### config.mk
export PLATFORM = sky130hd
export DESIGN_NAME = instr_encoder
export DESIGN_NICKNAME = d
export VERILOG_FILES = /design/src/rtl/instr_encoder.sv
export SDC_FILE = /design/constraint.sdc
export NUM_CORES = 1
export LEC_CHECK = 0
export CELL_PAD_IN_SITES_DETAIL_PLACEMENT = 0
export CELL_PAD_IN_SITES_GLOBAL_PLACEMENT = 1
export CORE_ASPECT_RATIO = 1.4
export CORE_UTILIZATION = 39
export DETAILED_ROUTE_END_ITERATION = 10
export DONT_BUFFER_PORTS = 1
export GPL_ROUTABILITY_DRIVEN = 0
export GPL_TIMING_DRIVEN = 0
export PLACE_DENSITY = 0.83
export SYNTH_ARGS = -nofsm -noshare
export SYNTH_HDL_FRONTEND = slang
export SYNTH_SLANG_ARGS = --single-unit
### constraint.sdc
create_clock -name clk_i -period 1.5 [get_ports clk_i]
set_clock_uncertainty 0.05 [all_clocks]
set_input_delay 0.225 -clock clk_i [delete_from_list [all_inputs] [get_ports clk_i]]
set_output_delay 0.225 -clock clk_i [all_outputs]
set_load 0.01 [all_outputs]
### src/rtl/instr_encoder.sv
// Streaming MIPS instruction encoder: symbolic beat in, packed 32-bit word plus
// instruction-memory word address out, through a single-register output stage.
module instr_encoder #(
  parameter int ADDR_W    = 8,
  parameter int BASE_ADDR = 0
) (
  input  logic              clk_i,
  input  logic              rst_i,
  input  logic              in_valid_i,
  output logic              in_ready_o,
  input  logic [3:0]        kind_i,
  input  logic [4:0]        rs_i,
  input  logic [4:0]        rt_i,
  input  logic [4:0]        rd_i,
  input  logic [4:0]        shamt_i,
  input  logic [5:0]        funct_i,
  input  logic [15:0]       imm_i,
  input  logic [25:0]       target_i,
  input  logic              last_i,
  output logic              out_valid_o,
  input  logic              out_ready_i,
  output logic [31:0]       out_instr_o,
  output logic [ADDR_W-1:0] out_addr_o,
  output logic              out_last_o,
  output logic [1:0]        err_o,
  output logic              done_o
);

  typedef enum logic {S_RUN = 1'b0, S_DONE = 1'b1} state_t;

  // Bit 32 flags a legal kind; kinds 11-15 encode to zero and are flagged illegal.
  function automatic logic [32:0] f_encode(
    input logic [3:0]  kind,
    input logic [4:0]  rs,
    input logic [4:0]  rt,
    input logic [4:0]  rd,
    input logic [4:0]  shamt,
    input logic [5:0]  funct,
    input logic [15:0] imm,
    input logic [25:0] target
  );
    logic [32:0] res;
    case (kind)
      4'd0:    res = {1'b1, 6'd0,  rs, rt, rd, shamt, funct};
      4'd1:    res = {1'b1, 6'd35, rs, rt, imm};
      4'd2:    res = {1'b1, 6'd43, rs, rt, imm};
      4'd3:    res = {1'b1, 6'd4,  rs, rt, imm};
      4'd4:    res = {1'b1, 6'd5,  rs, rt, imm};
      4'd5:    res = {1'b1, 6'd1,  rs, rt, imm};
      4'd6:    res = {1'b1, 6'd7,  rs, rt, imm};
      4'd7:    res = {1'b1, 6'd8,  rs, rt, imm};
      4'd8:    res = {1'b1, 6'd10, rs, rt, imm};
      4'd9:    res = {1'b1, 6'd2,  target};
      4'd10:   res = {1'b1, 6'd3,  target};
      default: res = {1'b0, 32'd0};
    endcase
    return res;
  endfunction

  state_t              r_state;
  logic                r_out_valid;
  logic [31:0]         r_out_instr;
  logic [ADDR_W-1:0]   r_out_addr;
  logic                r_out_last;
  logic [ADDR_W-1:0]   r_addr;
  logic [1:0]          r_err;
  logic                r_done;

  logic [32:0]         w_enc;
  logic                w_accept;
  logic                w_load;
  logic                w_valid_nxt;
  state_t              w_state_nxt;

  assign in_ready_o  = rst_i && (r_state == S_RUN) && (!r_out_valid || out_ready_i);
  assign w_accept    = in_valid_i && in_ready_o;
  assign w_enc       = f_encode(kind_i, rs_i, rt_i, rd_i, shamt_i, funct_i, imm_i, target_i);
  assign w_load      = w_accept && w_enc[32];

  assign out_valid_o = r_out_valid;
  assign out_instr_o = r_out_instr;
  assign out_addr_o  = r_out_addr;
  assign out_last_o  = r_out_last;
  assign err_o       = r_err;
  assign done_o      = r_done;

  // Next-state and next output-valid; done is registered from these next values.
  always_comb begin
    w_state_nxt = r_state;
    w_valid_nxt = r_out_valid;
    if (w_load) begin
      w_valid_nxt = 1'b1;
    end else if (out_ready_i) begin
      w_valid_nxt = 1'b0;
    end else begin
      w_valid_nxt = r_out_valid;
    end
    case (r_state)
      S_RUN: begin
        if (w_accept && last_i) begin
          w_state_nxt = S_DONE;
        end else begin
          w_state_nxt = S_RUN;
        end
      end
      S_DONE:  w_state_nxt = S_DONE;
      default: w_state_nxt = S_RUN;
    endcase
  end

  // State, output stage, address counter and sticky error flags.
  always_ff @(posedge clk_i) begin
    if (!rst_i) begin
      r_state     <= S_RUN;
      r_out_valid <= 1'b0;
      r_out_instr <= 32'd0;
      r_out_addr  <= {ADDR_W{1'b0}};
      r_out_last  <= 1'b0;
      r_addr      <= ADDR_W'(BASE_ADDR);
      r_err       <= 2'b00;
      r_done      <= 1'b0;
    end else begin
      r_state     <= w_state_nxt;
      r_out_valid <= w_valid_nxt;
      r_done      <= (w_state_nxt == S_DONE) && !w_valid_nxt;
      if (w_load) begin
        r_out_instr <= w_enc[31:0];
        r_out_addr  <= r_addr;
        r_out_last  <= last_i;
        r_addr      <= r_addr + ADDR_W'(1);
        if (r_addr == {ADDR_W{1'b1}}) begin
          r_err[1] <= 1'b1;
        end
      end
      if (w_accept && !w_enc[32]) begin
        r_err[0] <= 1'b1;
      end
    end
  end

endmodule

==> results.yml, run 1 <==
route:
  vias: 2209
  final_antenna_net_count: 0
  dr.pass1.iters: 4
  drt_wl_total_um: 6971
  drc_errors: 0
  viasPerCell: 5.922
  drt-initial-drc-count: 78
  wl_per_cell_um: 18.69
synthesis:
  async_reset_ff_share_pct: 0
  synth.avg_cell_area_um2: 8.695
  synth_common_cells: "53 x dfxtp_1, 46 x nand2_1, 33 x a21oi_1, 29 x o21ai_0"
  synth_area_leader_cell: "dfxtp_1"
  ys_warn_count: 0
  synth-seq-cells: 53
  seq_area_frac_synth_pct: 44.21
  synth.area.top_cells: "dfxtp_1 44%, nand2_1 7.2%, a21oi_1 6.9%"
  synth_edf_count: 0
  ys.flop_type: "dfxtp_1"
  synth_nets: 354
  yosysMostFrequentCell: "dfxtp_1"
  syn_inst: 276
  synth_area_um2: 2400
  post_synth_num_cell_types: 43
  yosysTopAreaCellShare_pct: 44.21
critical_path:
  slowest_stage: "dfxtp_2"
  arrival_ps: 1630
  critPathLaunchType: "flip-flop"
  slowest_delay_ps: 330
  path_cells: "and2b_2 > o2111ai_4 > buf_6 > buf_12 > a221oi_4 > a21oi_2"
  worst_ep_required_time_ps: 1640
  crit_type: "flip-flop to flip-flop"
  crit_family: "compound AO/OA/AOI/OAI gates"
  cp-end-kind: "flip-flop"
  crit_fanout: 10
  path_buf_inv: 2
job:
  cap_violations: 0
clock_tree:
  clk_pin_slew_worst_paths_ps: 90
  h-tree-depth: 2
  clk_latency_ps: 300
  cts_tree: "done"
  cts-root-buf: "clkbuf_8"
  cts.sinks: 53
  clk_path_buf_depth: 2
  cts_made_buffers: 5
final_layout:
  n_antenna_cell: 0
  drive_above_1_share_pct: 26.73
  stdcell_count: 373
  nFillCells: 570
  area_growth_syn_to_layout_pct: 27.48
  final_nets: 381
sta:
  whs_ps: 9.078
  finalHoldViolations: 0
  slew_viol_final: 0
  min_period_over_period_pct: 99.41
  fin_crit_ps: 1491
  finalSetupViolations: 0
  clock.fmax_ghz: 0.6706
  rsz0062_at_grt: "true"
grt:
  antenna_found_initial: 0
  grt_usage_pct: 20.96
  overflow: 0
  grt_pass1_vias: 2116
  grt_start_max_net_pins: 15
  grt_pass1_wl_um: 10090
placed_design:
  place_inst: 346
  portBuffers: 0
  hpwl_um: 4961
floorplan:
  rows: 33
  io_pins: 123
  die_y_um: 94.82
  initial_utilization_pct: 40.64
  die_width_um: 68.30
  dieArea_um2: 6475
  core_area_um2: 5904
pwr:
  peakVddDrop_mv: 0.5758
  leakage_nw: 1.108
  p_per_area_nw_per_um2: 909.5
outcome:
  outcome: "complete, no violations"
min_path:
  hold_class: "primary input to flip-flop"
-- placed cells by master (no fill, tap or decap), drive strengths merged, types with 2 or more instances in the layout --
master	Yosys	routed
dfxtp	53	53
nand2	46	46
a21oi	34	34
o21ai	29	29
buf	20	29
a221oi	26	26
nor2	16	16
clkbuf	6	13
dlygate4sd3	0	11
nand3	5	5
nor3	5	5
o31ai	3	3
xnor2	3	3
mux2i	3	3
nor2b	2	2
or4	2	2
or3	2	2
inv	2	2
nor4	2	2
-- where the power goes --
group / leakage [nW] / internal, mW / switching (mW) / total, mW
combinational: 0.628 / 0.194 / 0.242 / 0.435
sequential: 0.435 / 1.47 / 0.0691 / 1.54
clock: 0.0443 / 0.367 / 0.444 / 0.811
-- worst paths after layout --
kind	start	endpoint	slack, ps	cells after the start
max	r_state	out_instr_o[5]	9	6
min	target_i[9]	out_instr_o[9]	9	2
max reg2reg	r_state	out_instr_o[5]	9	6
min reg2reg	r_addr[4]	r_addr[4]	420	1
-- logic make-up (layout without fill, tap and decap cells) --
kind of cell,after synthesis,count (layout),share of synthesized area [%]
and+or+nand+nor,84,84,15.90
other,1,1,0.1563
xor gates and xnor gates,3,3,1.095
muxes,4,4,1.721
DFF,53,53,44.21
AOI/OAI and AO/OA,101,101,29.61
adders and majority gates,2,2,0.9384
buffers and inverters,28,55,6.360
-- final cells by class --
type	instances	area (um2)	area share (%)
plain buffers	26	242.7	7.935
clock buffers	7	86.33	2.822
inverters	2	7.507	0.2454
multi-input cells	195	1381	45.15
flip-flops and latches	53	1074	35.09
well taps	70	87.58	2.863
repair buffers	20	180.2	5.890
-- sequential cells by signal (all words and copies together), names as in the netlist --
signal	cells
out_valid_o	1
r_state	1
r_addr	8
done_o	1
out_last_o	1
out_addr_o	8
out_instr_o	31
err_o	2
-- metal layers --
metal | track usage [%] | routed length [um] | vias to the layer above | part of all wire [%]
met5 | 0 | 0 | - | 0
met4 | 6.076 | 83 | 0 | 1.2
met3 | 5.797 | 558 | 7 | 8.0
met2 | 38.97 | 3637 | 97 | 52
met1 | 22.01 | 2692 | 1042 | 39
li1 | - | - | 1063 | -
-- per-stage QoR --
step / setup TNS [ps] / util, % / total power [mW] / setup slack [ps] / instance area, um2
6_report: 0 / 51.81 / 2.782 / 8.871 / 3059
5_1_grt: -801.1 / 51.81 / 2.910 / -64.46 / 3059
4_1_cts: -53.30 / 47.93 / 2.749 / -19.76 / 2830
3_5_place_dp: -10600 / 42.38 / 1.887 / -396.7 / 2502
3_3_place_gp: -9540 / 42.38 / 1.879 / -381.1 / 2502
2_1_floorplan: -537.1 / - / 1.802 / -71.25 / 2415
-- timing repair --
item / 4_1_cts / 5_1_grt
resized for setup: 27 / 43
endpoints found under the setup margin: 45 / 46
pin swaps: 4 / 11
cloned: 1 / 1
buffers inserted: 5 / 2
hold buffers: 9 / 2
endpoints found under the hold margin: 9 / 2
No activity file was read; power rests on OpenSTA's default activity.
==> run 2, diff against run 1 <==
- CORE_UTILIZATION: 39 -> 25
- DONT_BUFFER_PORTS: 1 -> unset
- PLACE_DENSITY: 0.83 -> 0.86
==> run 2 against run 1 <==
Compared with the run above:
- the run now ends with DRC, setup timing left
- final area up 39%
- total power up 30%
- sequential cell count unchanged
- global-route usage down 4.6 points
- utilization down 5.4 points
- sequential share of layout area down 10 points
- critical path depth unchanged
- first-iteration DRC count up 32%
==> results.yml, run 2 (synthesized netlist as in run 1, its figures left out) <==
min_path:
  min_path_cells: 3
  holdPathEnd: "out_instr_o[13]"
  hp-start: "kind_i[3]"
  hold_class: "primary input to flip-flop"
critical_path:
  path_buf_inv: 2
  slowest_delay_ps: 320
  critPathLaunchType: "flip-flop"
  arrival_ps: 1650
  reg2reg_depth: 6
  worst_ep_required_time_ps: 1630
  r2r_start: "r_state"
  crit_type: "flip-flop to flip-flop"
  crit_fanout: 10
  cp-end-kind: "flip-flop"
  timing.rr.end: "out_instr_o[2]"
  r2r_slack_ps: -20
  crit_family: "compound AO/OA/AOI/OAI gates"
  path_cells: "and2b_2 > o2111ai_4 > buf_6 > buf_12 > a221oi_4 > a21oi_1"
  slowest_stage: "dfxtp_2"
route:
  vias: 2592
  final_antenna_net_count: 0
  viasPerCell: 4.994
  drt-initial-drc-count: 103
  wl_met3_um: 420
  wl_per_cell_um: 16.30
  dr_wl_met2_um: 4487
  drc_errors: 12
  drt_wl_total_um: 8458
  top_layer_used: "met4"
  drt-met1-wl_um: 3492
  dr.pass1.iters: 10
pwr:
  seqPwrFrac_pct: 41.4
  power.internal_mw: 2.728
  leakage_nw: 1.583
  p_switching_uw: 901.4
  peakVddDrop_mv: 0.5966
  p_clk_share_pct: 37.6
  pwr-share-comb_pct: 21.0
  p_per_area_nw_per_um2: 850.9
  p_sw_share_pct: 24.84
grt:
  grt_pass1_vias: 2658
  grt_pass1_wl_um: 13130
  antenna_found_initial: 0
  grt_usage_pct: 16.40
  overflow: 0
  grt_start_max_net_pins: 17
outcome:
  outcome: "finished, violations left"
  violations: "DRC, setup timing"
final_layout:
  final_nets: 489
  final_core_util_pct: 46.45
  drive_above_1_share_pct: 22.33
  largest_register_ffs: 31
  layout_common_cells: "112 x clkdlybuf4s50_1, 50 x dfxtp_1, 46 x nand2_1"
  final_common_cell: "clkdlybuf4s50_1"
  area_growth_syn_to_layout_pct: 77.74
  n_antenna_cell: 0
sta:
  whs_ps: 197.9
  fin_crit_ps: 1521
  rsz0062_at_grt: "true"
  min_period_over_period_pct: 101.4
  maxSlewHeadroom_pct: 63.98
  finalSetupViolations: 10
  slew_viol_final: 0
  finalHoldViolations: 0
  clock.fmax_ghz: 0.6574
  setup_ws_ps: -21.10
  tightest_slew_ps: 540.4
clock_tree:
  cts_tree: "done"
  cts.sinks: 53
  clk_latency_ps: 290
  clk_path_buf_depth: 2
  cts_made_buffers: 5
  cts-root-buf: "clkbuf_16"
  clk_pin_slew_worst_paths_ps: 70
  h-tree-depth: 2
  cts_hold_buffers: 0
placed_design:
  hpwl_um: 5938
  portBuffers: 117
  dp_slack_ps: -828.1
floorplan:
  die_y_um: 117.9
  initial_utilization_pct: 26.13
  io_pins: 123
  core_area_um2: 9183
  rows: 41
  die_width_um: 84.81
  dieArea_um2: 10000
job:
  cap_violations: 0
run 2: worst max-delay path by stage:
stage	start	depth (start not counted)	endpoint	slack, ps
6_report	r_state	6	out_instr_o[2]	-20
5_1_grt	r_addr[5]	4	r_addr[7]	-100
4_1_cts	r_state	6	out_instr_o[2]	-20
3_5_place_dp	rst_i	7	out_instr_o[2]	-830
3_3_place_gp	rst_i	7	out_instr_o[2]	-800
2_1_floorplan	kind_i[3]	7	out_instr_o[10]	-70
run 2: power by group through the flow:
| stage | Sequential [mW] | Combinational [mW] | Clock [mW] |
|---|---|---|---|
| 2_1_floorplan | 1.56 | 0.243 | 0 |
| 3_3_place_gp | 1.53 | 0.660 | 0 |
| 3_5_place_dp | 1.53 | 0.665 | 0 |
| 4_1_cts | 1.50 | 0.722 | 1.40 |
| 5_1_grt | 1.51 | 0.817 | 1.46 |
| 6_report | 1.50 | 0.762 | 1.37 |
run 2: layout make-up:
type | instances | area, um2
plain buffers | 26 | 226.5
clock buffers | 6 | 138.9
multi-input cells | 195 | 1401
inverters | 2 | 7.507
well taps | 107 | 133.9
fillers | 880 | 4917
clock inverters | 2 | 37.54
repair buffers | 128 | 1255
flip-flops and latches | 53 | 1065
run 2: through the flow:
| stage | total power, mW | instances | setup TNS (ps) | cell area, um2 |
|---|---|---|---|---|
| after global routing | 3.783 | 519 | -1955 | 4265 |
| final | 3.629 | 519 | -116.1 | 4265 |
| after global placement | 2.192 | 500 | -32460 | 3720 |
| after CTS | 3.625 | 511 | -99.54 | 4088 |
| after detailed placement | 2.198 | 500 | -33610 | 3720 |
| after floorplan | 1.802 | 276 | -537.1 | 2415 |
run 2: worst register-to-register path: stages (launching register included):
cell	delay, ps
dfxtp_2	320
and2b_2	250
o2111ai_4	180
buf_6	190
buf_12	150
a221oi_4	190
a21oi_1	90
run 2: timing repair:
item / CTS / global route
pin swaps: 4 / 9
buffers inserted: 2 / 7
gates cloned: 1 / 1
resized for setup: 42 / 37
setup endpoints to repair: 52 / 48
run 2: metal layers:
metal  vias to the layer above  GRT usage (%)
met5                         -              0
met4                         0          4.025
met3                         5          3.086
met2                        73          31.05
met1                      1232          18.53
li1                       1282              -
